[src/rtl/instr_fetch_unit.sv]
// instr_fetch_unit: owns the PC, fetches from a synchronous ROM and splits the IR into fields.
// Defining FETCH_RETIRE_CNT_EN adds the o_retire_cnt retired-instruction counter.
module instr_fetch_unit #(
    parameter logic [31:0] PC_RESET    = 32'h0000_0000,
    parameter int          IMEM_AW     = 8,
    parameter logic [5:0]  HALT_OPCODE = 6'b111111
) (
    input  logic               i_clk,
    input  logic               i_rst_n,
    output logic               o_imem_rd_en,
    output logic [IMEM_AW-1:0] o_imem_addr,
    input  logic [31:0]        i_imem_rdata,
    input  logic [31:0]        i_pc_resolved,
    input  logic               i_stall,
    output logic [5:0]         o_opcode,
    output logic [4:0]         o_rs_addr,
    output logic [4:0]         o_rt_addr,
    output logic [4:0]         o_rd_addr,
    output logic [15:0]        o_immediate_1,
    output logic [25:0]        o_immediate_2,
    output logic [31:0]        o_pc_plus4,
    output logic               o_instr_valid,
    output logic               o_halted
`ifdef FETCH_RETIRE_CNT_EN
    ,output logic [31:0]       o_retire_cnt
`endif
);
    typedef enum logic [2:0] {S_IDLE, S_FETCH, S_WAIT, S_DECODE, S_EXECUTE, S_HALTED} state_t;

    state_t      r_state, w_next;
    logic [31:0] r_pc, r_ir;
    logic        w_unused;

    always_ff @(posedge i_clk or negedge i_rst_n) begin
        if (!i_rst_n) r_state <= S_IDLE;
        else          r_state <= w_next;
    end

    always_comb begin
        w_next = r_state;
        case (r_state)
            S_IDLE:    w_next = S_FETCH;
            S_FETCH:   w_next = S_WAIT;
            S_WAIT:    w_next = S_DECODE;
            S_DECODE:  w_next = (i_imem_rdata[31:26] == HALT_OPCODE) ? S_HALTED : S_EXECUTE;
            S_EXECUTE: w_next = i_stall ? S_EXECUTE : S_FETCH;
            default:   w_next = r_state;
        endcase
    end

    always_comb begin
        o_imem_rd_en  = (r_state == S_FETCH);
        o_instr_valid = (r_state == S_EXECUTE);
        o_halted      = (r_state == S_HALTED);
    end

    always_ff @(posedge i_clk or negedge i_rst_n) begin
        if (!i_rst_n) begin
            r_pc <= PC_RESET;
            r_ir <= '0;
        end else begin
            if (r_state == S_DECODE) r_ir <= i_imem_rdata;
            if (r_state == S_EXECUTE && !i_stall) r_pc <= {i_pc_resolved[31:2], 2'b00};
        end
    end

`ifdef FETCH_RETIRE_CNT_EN
    logic [31:0] r_retire_cnt;
    always_ff @(posedge i_clk or negedge i_rst_n) begin
        if (!i_rst_n) r_retire_cnt <= '0;
        else if (r_state == S_EXECUTE && !i_stall) r_retire_cnt <= r_retire_cnt + 32'd1;
    end
    assign o_retire_cnt = r_retire_cnt;
`endif

    // Bits above the ROM address range are ignored, so fetches wrap within the ROM.
    assign o_imem_addr   = r_pc[IMEM_AW+1:2];
    assign o_pc_plus4    = r_pc + 32'd4;
    assign o_opcode      = r_ir[31:26];
    assign o_rs_addr     = r_ir[25:21];
    assign o_rt_addr     = r_ir[20:16];
    assign o_rd_addr     = r_ir[15:11];
    assign o_immediate_1 = r_ir[15:0];
    assign o_immediate_2 = r_ir[25:0];
    assign w_unused      = ^i_pc_resolved[1:0];
endmodule

[config.mk]
export PLATFORM = sky130hd
export DESIGN_NAME = instr_fetch_unit
export DESIGN_NICKNAME = d
export VERILOG_FILES = /design/src/rtl/instr_fetch_unit.sv
export SDC_FILE = /design/constraint.sdc
export NUM_CORES = 1
export LEC_CHECK = 0
export CAP_MARGIN = 5
export CELL_PAD_IN_SITES_DETAIL_PLACEMENT = 1
export CELL_PAD_IN_SITES_GLOBAL_PLACEMENT = 1
export CORE_UTILIZATION = 30
export DETAILED_ROUTE_END_ITERATION = 12
export GPL_ROUTABILITY_DRIVEN = 0
export PLACE_DENSITY = 0.93
export SYNTH_ARGS = -nofsm -noshare
export SYNTH_HDL_FRONTEND = slang
export SYNTH_SLANG_ARGS = --single-unit
export TNS_END_PERCENT = 10
[constraint.sdc]
create_clock -name i_clk -period 2.59 [get_ports i_clk]
set_clock_uncertainty 0.1 [all_clocks]
set_input_delay 0.777 -clock i_clk [delete_from_list [all_inputs] [get_ports i_clk]]
set_output_delay 0.777 -clock i_clk [all_outputs]
set_load 0.1 [all_outputs]
==> flow_results.xml, run 1 <==
<?xml version="1.0" encoding="UTF-8"?>
<metrics>
  <group name="status">
    <metric name="run_status" unit="">complete, but fails checks</metric>
    <metric name="failed_checks" unit="">setup timing</metric>
  </group>
  <group name="global_routing">
    <metric name="maximum_number_of_pins_on_one_net_before_global_route_repair" unit="">66</metric>
    <metric name="globalRouteOverflowTotal" unit="">0</metric>
    <metric name="grt_antenna_before_repair" unit="">0</metric>
    <metric name="grt_first_pass_wirelength" unit="um">15600</metric>
    <metric name="gr_util_all_layers" unit="%">18.0</metric>
    <metric name="grt_pass1_vias" unit="">2995</metric>
  </group>
  <group name="routing">
    <metric name="wire_per_inst" unit="um">17.3</metric>
    <metric name="post_drt_via_cell_ratio" unit="">4.60</metric>
    <metric name="dr.pass1.iters" unit="">3</metric>
    <metric name="vias" unit="">2690</metric>
    <metric name="routed_wirelength" unit="um">10100</metric>
    <metric name="initial_drc_count" unit="">17</metric>
    <metric name="detail-route-antenna-nets" unit="">0</metric>
    <metric name="post-route-drc-count" unit="">0</metric>
  </group>
  <group name="timing">
    <metric name="crit_share_post_route" unit="%">112</metric>
    <metric name="final_period_minus_worst_setup_slack" unit="ns">2.89</metric>
    <metric name="unrepaired_setup_endpoints_after_global_routing" unit="">yes</metric>
    <metric name="max_clock_freq" unit="MHz">346</metric>
    <metric name="final_hold_viol_count" unit="">0</metric>
    <metric name="setup-violations-final" unit="">23</metric>
    <metric name="final_max_slew_viol_count" unit="">0</metric>
    <metric name="setup_ws" unit="ns">-0.298</metric>
  </group>
  <group name="final_layout">
    <metric name="share_of_post_route_cells_with_drive_strength_above_1" unit="%">57.7</metric>
    <metric name="post-route-cell-area" unit="mm^2">0.00576</metric>
    <metric name="final.fill_count" unit="">1085</metric>
    <metric name="final_nets" unit="">507</metric>
    <metric name="syn_to_final_growth" unit="%">73.6</metric>
    <metric name="ff_latch_area" unit="mm^2">0.00163</metric>
    <metric name="multi_input_area" unit="mm^2">0.00160</metric>
  </group>
  <group name="clocking">
    <metric name="max_root_sink_buffers" unit="">2</metric>
    <metric name="cts.sinks" unit="">65</metric>
    <metric name="clk-insertion-delay-late" unit="ns">0.33</metric>
    <metric name="h_tree_levels" unit="">3</metric>
    <metric name="worst_setup_hold_path_clk_slew" unit="ns">0.07</metric>
    <metric name="cts_tree" unit="">built</metric>
    <metric name="cts_made_buffers" unit="">9</metric>
    <metric name="clock-root-buffer" unit="">clkbuf_8</metric>
  </group>
  <group name="min_path">
    <metric name="hold_path.class" unit="">input port to asynchronous set/reset pin</metric>
  </group>
  <group name="die">
    <metric name="core_area" unit="mm^2">0.0108</metric>
    <metric name="die_footprint" unit="mm^2">0.0115</metric>
    <metric name="total_number_of_placement_rows" unit="">38</metric>
    <metric name="total_i_o_pin_count" unit="">173</metric>
    <metric name="die_width" unit="um">107</metric>
    <metric name="chipHeight" unit="um">107</metric>
    <metric name="floorplan.initialDensity" unit="%">30.7</metric>
  </group>
  <group name="place">
    <metric name="detailed_place.area" unit="mm^2">0.00545</metric>
    <metric name="io_buffer_count" unit="">168</metric>
    <metric name="dp_hpwl" unit="um">7710</metric>
    <metric name="pre_cts_ws" unit="ns">-0.182</metric>
  </group>
  <group name="setup_path">
    <metric name="worstSetupStartpointType" unit="">flop</metric>
    <metric name="path_class" unit="">flop to output port</metric>
    <metric name="crit_arrival" unit="ns">2.01</metric>
    <metric name="critPathMaxFanout" unit="">4</metric>
    <metric name="worst-endpoint-required" unit="ns">1.71</metric>
    <metric name="endpoint_kind" unit="">output port</metric>
  </group>
  <group name="logic_synthesis">
    <metric name="yosys.area.top_type" unit="">dfrtp_1</metric>
    <metric name="post_synth_main_area_contributors" unit="">dfrtp_1 (49%), mux2_2 (20%), buf_4 (9.3%)</metric>
    <metric name="synth.avg_cell_area" unit="um^2">12.3</metric>
    <metric name="synthCells" unit="">270</metric>
    <metric name="synth.distinct_cells" unit="">26</metric>
    <metric name="ys_ff_latch" unit="">65</metric>
    <metric name="synth_warnings" unit="">0</metric>
    <metric name="yosysSeqAreaShare" unit="%">49.0</metric>
    <metric name="netlist_area" unit="mm^2">0.00332</metric>
    <metric name="yosysTopAreaCellShare" unit="%">49.0</metric>
  </group>
  <group name="job">
    <metric name="max_cap_violations" unit="">0</metric>
  </group>
</metrics>
## through the flow
stage               cells  hold WS [ns]  util, %  setup TNS, ns
floorplan             271         0.381        -         -11.41
global placement      562         0.392     50.5         -0.376
detailed placement    562         0.395     50.5          -1.16
CTS                   583         0.366     53.1          -5.90
global route          584         0.386     53.3          -7.86
finish                585         0.359     53.4          -4.98
## worst max-delay path: stages, from the launching register on
cell     delay [ns]
dfrtp_1        0.40
nand4_4        0.18
buf_4          0.20
nor3_2         0.25
nand3_1        0.23
xnor2_4        0.23
buf_12         0.19
## sequential cells by signal, summed over array words and instances (netlist names)
name,flops
r_ir,32
r_state,3
r_pc,30
## cell families after synthesis
| family | after synthesis | share of synthesized area [%] |
|---|---|---|
| DFF | 65 | 49.0 |
| and+or+nand+nor | 60 | 11.0 |
| xor gates and xnor gates | 29 | 7.65 |
| other | 1 | 0.113 |
| AOI/OAI and AO/OA | 3 | 0.565 |
| adders and majority gates | 1 | 0.377 |
| muxes | 61 | 20.7 |
| buffers and inverters | 50 | 10.6 |
## metal layers
layer	wire, um	vias to the layer above	part of all wire [%]	GRT usage, %
li1	-	1233	-	-
met1	3560	1333	35	18.4
met2	5760	111	57	35.0
met3	645	13	6.4	5.11
met4	126	0	1.2	5.38
met5	0	-	0	0
## cells in the mapped netlist, drive strengths merged
cell and count:
dfrtp 65, mux2 61, buf 48, xnor2 23
nand3 17, nor2 11, nand4 10, nand2 6
xor2 6, and3 4, nand2b 3, nor3 3
nor4 3, and4 2, inv 2, a21oi 1
conb 1, ha 1, nand3b 1, o21ai 1
o22a 1
## cell usage in the layout (no fill, tap or decap), types with 2 or more instances in the layout
| master | n |
|---|---|
| buf_4 | 105 |
| clkdlybuf4s50_1 | 63 |
| dfrtp_1 | 62 |
| mux2_2 | 59 |
| buf_12 | 35 |
| xnor2_2 | 19 |
| nand3_1 | 15 |
| nor2_1 | 10 |
| clkbuf_8 | 10 |
| nand4_1 | 8 |
| nand2_1 | 6 |
| and3_1 | 4 |
| xor2_2 | 4 |
| nand2b_1 | 3 |
| dfrtp_2 | 3 |
| and4_1 | 2 |
| nand4_4 | 2 |
| inv_1 | 2 |
| nor4_4 | 2 |
| xnor2_4 | 2 |
| nor3_2 | 2 |
| xor2_1 | 2 |
| xnor2_1 | 2 |
| mux2_1 | 2 |
| conb_1 | 2 |
| clkinvlp_4 | 2 |
| clkinv_4 | 2 |
## cell type report
class | instances | share of cell area [%]
inverters | 2 | 0.130
clock buffers | 10 | 2.39
diodes | 1 | 0.0434
multi-input cells | 156 | 27.8
flip-flops and latches | 65 | 28.3
clock inverters | 6 | 1.17
well taps | 140 | 3.04
repair buffers | 205 | 37.1
## what timing repair did
action,4_1_cts,5_1_grt
hold buffers,0,0
buffers inserted,5,1
setup endpoints to repair,24,25
gates cloned,0,0
gates resized for setup,11,2
pin swaps,6,4
## path summary, 6_finish.rpt
kind / depth (start not counted) / end / slack (ns) / from
min in group i_clk: 1 / r_ir[28] / 0.42 / r_ir[28]
setup reg to reg: 4 / r_pc[12] / 0.87 / r_state[0]
hold reg to reg: 1 / r_ir[28] / 0.42 / r_ir[28]
setup / recovery: 6 / o_pc_plus4[16] / -0.30 / r_pc[4]
max in group asynchronous: 2 / r_pc[16] / 1.73 / i_rst_n
hold / removal: 2 / r_pc[7] / 0.36 / i_rst_n
Power of run 1 is not shown: default switching activity piles up to over one toggle a cycle in this logic, so the estimate is an artifact.
==> run 2, diff against run 1 <==
- CAP_MARGIN: 5 -> 10
==> results of run 2 <==
Same layout as run 1: the final DEF is identical, and so are final timing and power.
Power of run 2 is left out for the same reason.
==> run 3, diff against run 2 <==
- CAP_MARGIN: 10 -> 20
- SKIP_LAST_GASP: unset -> 1
==> run 3 against run 2 <==
The run still ends with setup timing left. Final area is 0.26% lower. Hold slack better by 0.0015 ns. Critical path type unchanged. Worst setup slack better by 0.00089 ns. Global-route usage hardly changed. Die area stayed put. Clock-buffer cell count stayed put. Core utilization is 0.14 points lower. Sequential share of layout area is 0.074 points higher. Via count is 0.52% lower. Non-clock buffer count stayed put.
==> flow_results.xml, run 3 (synthesized netlist as in run 1, its figures left out) <==
<?xml version="1.0" encoding="UTF-8"?>
<metrics>
  <group name="clocking">
    <metric name="clock-root-buffer" unit="">clkbuf_8</metric>
    <metric name="h_tree_levels" unit="">3</metric>
    <metric name="cts_made_buffers" unit="">9</metric>
    <metric name="worst_setup_hold_path_clk_slew" unit="ns">0.07</metric>
    <metric name="cts.sinks" unit="">65</metric>
    <metric name="clk-insertion-delay-late" unit="ns">0.33</metric>
    <metric name="cts_tree" unit="">built</metric>
    <metric name="max_root_sink_buffers" unit="">2</metric>
  </group>
  <group name="final_layout">
    <metric name="regMostFlops" unit="">r_ir</metric>
    <metric name="share_of_post_route_cells_with_drive_strength_above_1" unit="%">57.2</metric>
    <metric name="final.fill_count" unit="">1089</metric>
    <metric name="leading_registers_by_flop_count" unit="">r_ir (32), r_pc (30), r_state (3)</metric>
    <metric name="layout.cells.most_common" unit="">buf_4</metric>
    <metric name="final_nets" unit="">507</metric>
    <metric name="largest_register_ffs" unit="">32</metric>
    <metric name="syn_to_final_growth" unit="%">73.1</metric>
    <metric name="utilization" unit="%">53.2</metric>
    <metric name="ff_latch_area" unit="mm^2">0.00163</metric>
    <metric name="mostFrequentLayoutCells" unit="">buf_4 (105), clkdlybuf4s50_1 (63), dfrtp_1 (62)</metric>
    <metric name="multi_input_area" unit="mm^2">0.00159</metric>
  </group>
  <group name="routing">
    <metric name="dr.pass1.iters" unit="">3</metric>
    <metric name="post-route-drc-count" unit="">0</metric>
    <metric name="vias" unit="">2676</metric>
    <metric name="post_drt_via_cell_ratio" unit="">4.57</metric>
    <metric name="wire_per_inst" unit="um">17.2</metric>
    <metric name="routed_wirelength" unit="um">10000</metric>
    <metric name="detail-route-antenna-nets" unit="">0</metric>
    <metric name="initial_drc_count" unit="">18</metric>
  </group>
  <group name="job">
    <metric name="max_cap_violations" unit="">0</metric>
  </group>
  <group name="die">
    <metric name="total_number_of_placement_rows" unit="">38</metric>
    <metric name="total_i_o_pin_count" unit="">173</metric>
    <metric name="floorplan.initialDensity" unit="%">30.7</metric>
    <metric name="die_width" unit="um">107</metric>
    <metric name="core_area" unit="mm^2">0.0108</metric>
    <metric name="chipHeight" unit="um">107</metric>
    <metric name="die_footprint" unit="mm^2">0.0115</metric>
  </group>
  <group name="global_routing">
    <metric name="maximum_number_of_pins_on_one_net_before_global_route_repair" unit="">66</metric>
    <metric name="grt_pass1_vias" unit="">2997</metric>
    <metric name="grt_antenna_before_repair" unit="">0</metric>
    <metric name="globalRouteOverflowTotal" unit="">0</metric>
    <metric name="grt_first_pass_wirelength" unit="um">15600</metric>
    <metric name="gr_util_all_layers" unit="%">18.0</metric>
  </group>
  <group name="setup_path">
    <metric name="worst-endpoint-required" unit="ns">1.71</metric>
    <metric name="critPathMaxFanout" unit="">4</metric>
    <metric name="slowest_stage" unit="">dfrtp_1</metric>
    <metric name="path_class" unit="">flop to output port</metric>
    <metric name="worstSetupStartpointType" unit="">flop</metric>
    <metric name="crit_path_max_incr_delay" unit="ns">0.40</metric>
    <metric name="crit_arrival" unit="ns">2.01</metric>
    <metric name="endpoint_kind" unit="">output port</metric>
    <metric name="cp_cell_sequence" unit="">nand4_4 &gt; buf_4 &gt; nor3_2 &gt; nand3_1 &gt; xnor2_4 &gt; buf_12</metric>
  </group>
  <group name="place">
    <metric name="io_buffer_count" unit="">168</metric>
    <metric name="dp_hpwl" unit="um">7710</metric>
  </group>
  <group name="timing">
    <metric name="final_hold_viol_count" unit="">0</metric>
    <metric name="final_max_slew_viol_count" unit="">0</metric>
    <metric name="setup-violations-final" unit="">24</metric>
    <metric name="setup_ws" unit="ns">-0.297</metric>
    <metric name="unrepaired_setup_endpoints_after_global_routing" unit="">yes</metric>
    <metric name="crit_share_post_route" unit="%">111</metric>
    <metric name="max_clock_freq" unit="MHz">346</metric>
    <metric name="final_period_minus_worst_setup_slack" unit="ns">2.89</metric>
  </group>
  <group name="min_path">
    <metric name="hold_path.class" unit="">input port to asynchronous set/reset pin</metric>
  </group>
  <group name="status">
    <metric name="run_status" unit="">complete, but fails checks</metric>
    <metric name="failed_checks" unit="">setup timing</metric>
  </group>
</metrics>
==> run 3: cell count changes in the layout (fill, tap and decap cells not counted) <==
cell | before | now
xor2_1 | 2 | 3
xor2_2 | 4 | 3
xnor2_2 | 19 | 18
xnor2_1 | 2 | 3
==> run 3: through the flow <==
| step | area [um^2] | cells | setup TNS, ns | worst slack [ns] | hold WS, ns |
|---|---|---|---|---|---|
| after floorplan | 3520 | 271 | -11.41 | -0.570 | 0.381 |
| after global placement | 5450 | 562 | -0.376 | -0.0918 | 0.392 |
| after detailed placement | 5450 | 562 | -1.16 | -0.182 | 0.395 |
| after CTS | 5730 | 583 | -5.95 | -0.339 | 0.366 |
| after global routing | 5740 | 584 | -8.00 | -0.418 | 0.386 |
| final | 5740 | 585 | -5.01 | -0.297 | 0.360 |
==> run 3: timing repair <==
item,CTS,global route
setup endpoints to repair,24,25
setup buffers,5,1
hold buffers,0,0
resized for setup,10,1
pin swaps,6,4
==> run 3: worst paths after layout <==
check | from | endpoint | slack [ns] | cells past startpoint
worst max-delay path | r_pc[4] | o_pc_plus4[16] | -0.30 | 6
worst min-delay path | i_rst_n | r_pc[7] | 0.36 | 2
worst max register to register | r_state[0] | r_pc[12] | 0.87 | 4
worst min register to register | r_ir[28] | r_ir[28] | 0.42 | 1
max in group asynchronous | i_rst_n | r_pc[16] | 1.73 | 2
min in group i_clk | r_ir[28] | r_ir[28] | 0.42 | 1
==> run 3: area by class of cell <==
class / instances / area share (%)
Inverter: 2 / 0.131
Antenna cell: 1 / 0.0436
Clock buffer: 10 / 2.40
Multi-Input combinational cell: 156 / 27.6
Timing Repair Buffer: 205 / 37.2
Tap cell: 140 / 3.05
Clock inverter: 6 / 1.18
Sequential cell: 65 / 28.4
==> run 3: metal layers <==
metal	wire length, um	vias up	share of wire, %	GRT usage (%)
li1	-	1233	-	-
met5	0	-	0	0
met2	5720	111	57	35.0
met4	126	0	1.3	5.38
met1	3550	1319	35	18.4
met3	645	13	6.4	5.11
==> run 3: critical path: cells and delay by family, from the launching register on <==
kind	cells	cell delay [ns]
buffers and inverters	2	0.39
XOR/XNOR	1	0.23
flip-flops	1	0.40
AND/OR/NAND/NOR	3	0.66
Power of run 3 is left out for the same reason.
